File: config.mk
export PLATFORM = sky130hd
export DESIGN_NAME = uart_byte_buffer
export DESIGN_NICKNAME = d
export VERILOG_FILES = /design/src/rtl/uart_byte_buffer.sv
export SDC_FILE = /design/constraint.sdc
export NUM_CORES = 1
export LEC_CHECK = 0
export CORE_ASPECT_RATIO = 1.4
export CORE_MARGIN = 8
export CORE_UTILIZATION = 50
export DETAILED_ROUTE_END_ITERATION = 10
export GPL_TIMING_DRIVEN = 0
export PLACE_DENSITY = 0.7
export SYNTH_ARGS = -nofsm -noshare
export SYNTH_HDL_FRONTEND = slang
export SYNTH_SLANG_ARGS = --single-unit
export TNS_END_PERCENT = 100
File: constraint.sdc
create_clock -name clk -period 3.2 [get_ports clk]
set_clock_uncertainty 0.2 [all_clocks]
set_input_delay 0.8 -clock clk [delete_from_list [all_inputs] [get_ports clk]]
set_output_delay 0.8 -clock clk [all_outputs]
set_load 0.005 [all_outputs]
File: src/rtl/uart_byte_buffer.sv
// uart_byte_buffer: elastic circular FIFO between the UART receiver and the
// UART transmitter. Good bytes are queued on rx_done; the launch FSM hands
// them to the transmitter one at a time with a single-cycle tx_start pulse.
// tx_data stays stable until the transmitter reports tx_done.
module uart_byte_buffer #(
  parameter int DEPTH = 16
) (
  input  logic                       clk,
  input  logic                       rst,
  input  logic [7:0]                 rx_data,
  input  logic                       rx_done,
  input  logic                       rx_valid,
  input  logic                       tx_busy,
  input  logic                       tx_done,
  input  logic                       clr_overflow,
  output logic                       tx_start,
  output logic [7:0]                 tx_data,
  output logic [$clog2(DEPTH):0]     count,
  output logic                       empty,
  output logic                       full,
  output logic                       overflow,
  output logic                       drop_err
);

  localparam int AW = $clog2(DEPTH);
  localparam logic [AW:0] FULL_CNT = (AW+1)'(DEPTH);

  typedef enum logic [1:0] {
    IDLE      = 2'd0,
    START     = 2'd1,
    WAIT_DONE = 2'd2
  } state_t;

  state_t        state_q, state_d;
  logic [AW-1:0] wr_ptr_q, wr_ptr_d;
  logic [AW-1:0] rd_ptr_q, rd_ptr_d;
  logic [AW:0]   count_q, count_d;
  logic          tx_start_q, tx_start_d;
  logic [7:0]    tx_data_q, tx_data_d;
  logic          overflow_q, overflow_d;
  logic          drop_err_q, drop_err_d;
  logic [7:0]    mem_q [DEPTH];

  logic          empty_s;
  logic          full_s;
  logic          pop_s;
  logic          push_s;
  logic          ovf_set_s;
  logic          drop_set_s;

  assign empty_s = (count_q == {(AW+1){1'b0}});
  assign full_s  = (count_q == FULL_CNT);

  // Launch FSM: pop only when idle with data available and transmitter free.
  always_comb begin
    state_d    = state_q;
    pop_s      = 1'b0;
    tx_start_d = 1'b0;
    case (state_q)
      IDLE: begin
        if (!empty_s && !tx_busy) begin
          pop_s      = 1'b1;
          tx_start_d = 1'b1;
          state_d    = START;
        end else begin
          state_d    = IDLE;
        end
      end
      START: begin
        state_d = WAIT_DONE;
      end
      WAIT_DONE: begin
        if (tx_done) begin
          state_d = IDLE;
        end else begin
          state_d = WAIT_DONE;
        end
      end
      default: begin
        state_d = IDLE;
      end
    endcase
  end

  // Push decision, pointer/count update and sticky error flags.
  always_comb begin
    push_s     = 1'b0;
    ovf_set_s  = 1'b0;
    drop_set_s = 1'b0;
    wr_ptr_d   = wr_ptr_q;
    rd_ptr_d   = rd_ptr_q;
    count_d    = count_q;
    tx_data_d  = tx_data_q;
    overflow_d = overflow_q;
    drop_err_d = drop_err_q;

    if (rx_done) begin
      if (!rx_valid) begin
        drop_set_s = 1'b1;
      end else if (!full_s || pop_s) begin
        // a same-cycle pop frees the slot, so a full FIFO still accepts
        push_s = 1'b1;
      end else begin
        ovf_set_s = 1'b1;
      end
    end else begin
      push_s = 1'b0;
    end

    if (push_s) begin
      wr_ptr_d = wr_ptr_q + AW'(1);
    end else begin
      wr_ptr_d = wr_ptr_q;
    end

    if (pop_s) begin
      rd_ptr_d  = rd_ptr_q + AW'(1);
      tx_data_d = mem_q[rd_ptr_q];
    end else begin
      rd_ptr_d  = rd_ptr_q;
      tx_data_d = tx_data_q;
    end

    case ({push_s, pop_s})
      2'b10:   count_d = count_q + (AW+1)'(1);
      2'b01:   count_d = count_q - (AW+1)'(1);
      default: count_d = count_q;
    endcase

    // a new event wins over a coincident clear
    if (ovf_set_s) begin
      overflow_d = 1'b1;
    end else if (clr_overflow) begin
      overflow_d = 1'b0;
    end else begin
      overflow_d = overflow_q;
    end

    if (drop_set_s) begin
      drop_err_d = 1'b1;
    end else if (clr_overflow) begin
      drop_err_d = 1'b0;
    end else begin
      drop_err_d = drop_err_q;
    end
  end

  // Control and output registers with asynchronous reset.
  always_ff @(posedge clk or posedge rst) begin
    if (rst) begin
      state_q    <= IDLE;
      wr_ptr_q   <= {AW{1'b0}};
      rd_ptr_q   <= {AW{1'b0}};
      count_q    <= {(AW+1){1'b0}};
      tx_start_q <= 1'b0;
      tx_data_q  <= 8'h00;
      overflow_q <= 1'b0;
      drop_err_q <= 1'b0;
    end else begin
      state_q    <= state_d;
      wr_ptr_q   <= wr_ptr_d;
      rd_ptr_q   <= rd_ptr_d;
      count_q    <= count_d;
      tx_start_q <= tx_start_d;
      tx_data_q  <= tx_data_d;
      overflow_q <= overflow_d;
      drop_err_q <= drop_err_d;
    end
  end

  // Byte storage; contents are don't-care after reset.
  always_ff @(posedge clk) begin
    if (push_s) begin
      mem_q[wr_ptr_q] <= rx_data;
    end
  end

  assign tx_start = tx_start_q;
  assign tx_data  = tx_data_q;
  assign count    = count_q;
  assign empty    = empty_s;
  assign full     = full_s;
  assign overflow = overflow_q;
  assign drop_err = drop_err_q;

endmodule

Word level (Yosys, flattened, before mapping):

Memory sizes are Yosys's and may differ from the RTL's. A register that Yosys moved wholly into a read port is not among the register bits.
Index checks and enable logic that the tools add are counted.

* flip-flop bits (word level): 18
* RAM bits: 128
* input port bits: 15
* output and inout port bits: 18
* logic and storage cells: 46
* memories kept: 1

Memories
* mem_q: words 16, bits a word 8, read ports 1, clocked after memory_dff 1, write ports 1, line 42 `logic [7:0] mem_q [DEPTH];`

* add/sub/neg operators: 4
* eq/ne operators: 5
* multiplexer cells: 19
* reduce and logical (&&, ||, !) cells: 10

Operators with widths (count)
* $mux W1: 16
* $pmux W5 S2: 1
* $add A4 B1 Y4 const B: 2
* $pmux W2 S3: 1
* $reduce_bool A2 Y1: 3
* $add A5 B1 Y5 const B: 1
* $eq A5 B5 Y1 const B: 1
* $logic_not A5 Y1: 1
* $sub A5 B1 Y5 const B: 1
* $eq A2 B1 Y1 const B: 2
* $eq A2 B2 Y1 const B: 2
* $logic_not A1 Y1: 3
* $logic_not A2 Y1: 1
* $mux W2: 1
* $logic_and A1 B1 Y1: 1
* $logic_or A1 B1 Y1: 1

Longest topological paths before layout:

* depth in word-level cells: 11
* mapped depth: 13
* depth with buffers taken out: 12

Worst setup path before layout:

OpenSTA, ideal clock, no wires.

* path kind: in2reg
* start point: input port tx_busy
* end point: register count_q[4], in the netlist count[4]
* data arrival time: 3.058 ns
* required time: 2.872 ns
* path slack: -0.186 ns
* cell stages on the path: 11
* cell sequence: or4_1 buf_2 clkinv_2 ha_1 inv_1 fa_1 nor2b_1 o21ai_0 nand3_1 or3b_2 xnor2_1

* longest elaborated chain between the ends: 10

Ends and longest elaborated chain
* start, declared: line 13 `input logic tx_busy,`
* $logic_not A1 Y1 *: line 61 `if (!empty_s && !tx_busy) begin`
* $logic_and A1 B1 Y1 *: line 61
* $mux W1 *: line 61
* $mux W1 *: line 59 `case (state_q)`
* net pop_s: line 46 `logic pop_s;`
* $logic_or A1 B1 Y1: line 100 `end else if (!full_s || pop_s) begin`
* $mux W1: line 100
* $mux W1: line 98 `if (!rx_valid) begin`
* $mux W1: line 97 `if (rx_done) begin`
* $eq A2 B1 Y1 or $eq A2 B2 Y1 (tied branches): line 124 `case ({push_s, pop_s})`
* $pmux W5 S2 or $reduce_bool A2 Y1 (tied branches)
* end signal, assigned: line 154 `count_q <= {(AW+1){1'b0}};`
* end signal, assigned: line 163 `count_q <= count_d;`
* end, declared: line 37 `logic [AW:0] count_q, count_d;`

The timed path passes the listed nets; every way through them passes the cells marked *.
A chain may end at the register's enable or synchronous reset.

Final worst setup path:

Ends and elaborated chain as after synthesis.

==> flow_summary.json <==
{
  "p_int_w": 0.00453,
  "final.fill_count": 890,
  "mostFrequentLayoutCell": "edfxtp_1",
  "most-common-layout-cells": "edfxtp_1, clkdlybuf4s50_1, nand2_1, dfrtp_1, clkbuf_16",
  "syn-num-nets": 362,
  "grt_max_degree": 26,
  "drive_above_1_share": 0.217,
  "path_buf_inv": 3,
  "synth_edf_count": 128,
  "synth_seq_cells": 153,
  "ys_seq_area_frac": 0.716,
  "drt_first_pass_iters": 4,
  "cts.reportedPaths.clkPinSlew_ns": 0.06,
  "hp-start": "tx_data[7]$_DFFE_PP0P_",
  "clock.fmax_mhz": 318,
  "ios": 33,
  "min_period_ns": 3.14,
  "synth_ff_type": "edfxtp_1",
  "startpoint_type": "input pin",
  "setup_viol": 0,
  "power.leakage_nw": 2.60,
  "core_um2": 12300,
  "ys_warn_count": 0,
  "rr_worst_depth": 13,
  "dpl.hpwl_um": 8120,
  "comb_power_share": 0.315,
  "seq_power_share": 0.398,
  "clockPowerShare": 0.287,
  "htree_levels": 4,
  "worstMarginPinSlew_ns": 1.02,
  "postSynthAreaPerCell_um2": 18.5,
  "grt_remaining_overflow": 0,
  "grt_pass1_wl_um": 19000,
  "pwr_density_cell_nw_per_um2": 865,
  "finalSetupTns_ns": 0,
  "synth_async_sr_flop_share": 0.163,
  "die_w_um": 110,
  "clkSinkCount": 153,
  "cp.required_ns": 3.29,
  "ir_drop_mv": 0.417,
  "port_buffers": 32,
  "cp_top_family": "simple AND/OR/NAND/NOR gates",
  "r2r_slack_ns": 0.15,
  "diodes": 0,
  "gr-usage-all-layers": 0.155,
  "cts_buffers": 17,
  "r2r_end": "count[4]$_DFFE_PP0P_",
  "routedWlPerCell_um": 22.0,
  "root_buffer": "clkbuf_16",
  "drc_errors": 0,
  "ant_nets": 0,
  "critPathKind": "in2reg",
  "cp.arrival_ns": 3.24,
  "seq_area_um2": 4470,
  "worstHoldEndpoint": "tx_data[7]$_DFFE_PP0P_",
  "die_h_um": 148,
  "nets": 417,
  "r2r_start": "count[1]$_DFFE_PP0P_",
  "area_delta_synth_final_pct": 18.8,
  "max_cap_violations": 0,
  "crit_fanout": 4,
  "clock_latency_ns": 0.42,
  "routed_via_density": 5.61,
  "sw_frac_of_total": 0.294,
  "path_cells": "clkdlybuf4s50_1, or4_4, clkinv_4, ha_4, inv_2, fa_2, nor2b_2, o21ai_2, nand3_1, or3b_4, xnor2_1",
  "crit_start": "tx_busy",
  "min_path_type": "reg2reg",
  "outcome": "completed",
  "drt_iter0_markers": 138,
  "fin_crit_sh": 0.982,
  "worstSetupEndpointType": "flop",
  "die-area_um2": 16400,
  "core.rowCount": 48,
  "hold_viol_final": 0,
  "cts_tree": "yes",
  "synth_cell_type_count": 38,
  "wl_um": 12200,
  "grt_pass1_vias": 3264,
  "p_sw_w": 0.00189,
  "netlist_area_um2": 6240,
  "min_path_cells": 2,
  "hold_slack_ns": 0.286,
  "maxSlewViolCount": 0,
  "maxSlewHeadroom": 0.319,
  "num_vias": 3115,
  "multiInputGateArea_um2": 1690,
  "critPathSlowestCell": "or4_4",
  "rsz0062_at_grt": "true",
  "max_stage_delay_ns": 0.58,
  "initial_utilization": 0.509,
  "antenna_found_initial": 0,
  "postSynthCellCount": 337,
  "gp_congestion": 0.764,
  "postCtsHoldBufs": 0,
  "cts_buffer_depth": 2
}
## how the worst max path moves through the flow
stage                            end  depth (start not counted)
2_1_floorplan   count[4]$_DFFE_PP0P_                         11
3_3_place_gp   mem_q[3][5]$_DFFE_PP_                          6
3_5_place_dp    count[4]$_DFFE_PP0P_                         12
4_1_cts         count[4]$_DFFE_PP0P_                         12
5_1_grt         count[4]$_DFFE_PP0P_                         11
6_report        count[4]$_DFFE_PP0P_                         11
## metrics by stage
stage / setup WS (ns) / util / cell area [um2] / power [W] / std cells
finish: 0.0573 / 0.605 / 7420 / 0.00642 / 555
global route: -0.0339 / 0.605 / 7420 / 0.00673 / 555
CTS: 0.0164 / 0.601 / 7360 / 0.00641 / 553
detailed placement: -0.615 / 0.555 / 6800 / 0.00458 / 520
global placement: -0.784 / 0.554 / 6780 / 0.00451 / 519
floorplan: 0.0736 / - / 6270 / 0.00392 / 337
## area by class of cell
class | instances | share of cell area
Clock buffer | 25 | 0.0683
Timing Repair Buffer | 37 | 0.0483
Tap cell | 150 | 0.0253
Clock inverter | 7 | 0.00540
Inverter | 12 | 0.00675
Multi-Input combinational cell | 154 | 0.227
Sequential cell | 153 | 0.603
Buffer | 17 | 0.0157
## synthesized netlist by cell type (all sizes together), types with 4 or more instances
master  instances  area (um2)
edfxtp        128        3840
mux2i           9        90.1
nor3            4        20.0
inv            11        41.3
ha              9         113
mux2            9         101
o21ai          20         104
buf            15         108
mux4           32         785
xnor2           8        70.1
dfrtp          25         626
nand2          29         109
nor2           13        48.8
## tightest hold or removal path, stage by stage (launching register included)
cell	delay (ns)
dfrtp_1	0.34
nand2_1	0.05
o21ai_1	0.06
## timing repair
action	4_1_cts	5_1_grt
setup endpoints to repair	1	1
setup buffers	2	2
pin swaps	2	4
resized for setup	2	8
## power groups by stage
stage	combinational [W]	clock (W)	sequential (W)
after global placement	0.00195	0	0.00256
after global routing	0.00221	0.00194	0.00258
after floorplan	0.00137	0	0.00255
after CTS	0.00201	0.00186	0.00254
after detailed placement	0.00201	0	0.00258
final	0.00202	0.00184	0.00255
## registers in the layout, indices dropped and copies added, names as in the netlist
name	count
count	5
drop_err	1
mem_q	128
overflow	1
rd_ptr_q	4
state_q	2
tx_data	8
wr_ptr_q	4
## kinds of logic (layout without fill, tap and decap cells)
kind of cell,Yosys count,count (layout),share of synthesized area
buf+inv,30,98,0.0265
mux,50,50,0.156
xor+xnor,10,10,0.0140
flops,153,153,0.716
simple gates,58,58,0.0431
compound gates,26,26,0.0229
fa+ha+maj,10,10,0.0212
## metal layers
layer,part of all wire,global-route usage,vias to the layer above
li1,-,-,1424
met5,0,0,-
met2,0.52,0.259,82
met4,0.021,0.0631,0
met1,0.41,0.184,1588
met3,0.049,0.0447,21
No activity file was read; power rests on OpenSTA's default activity.
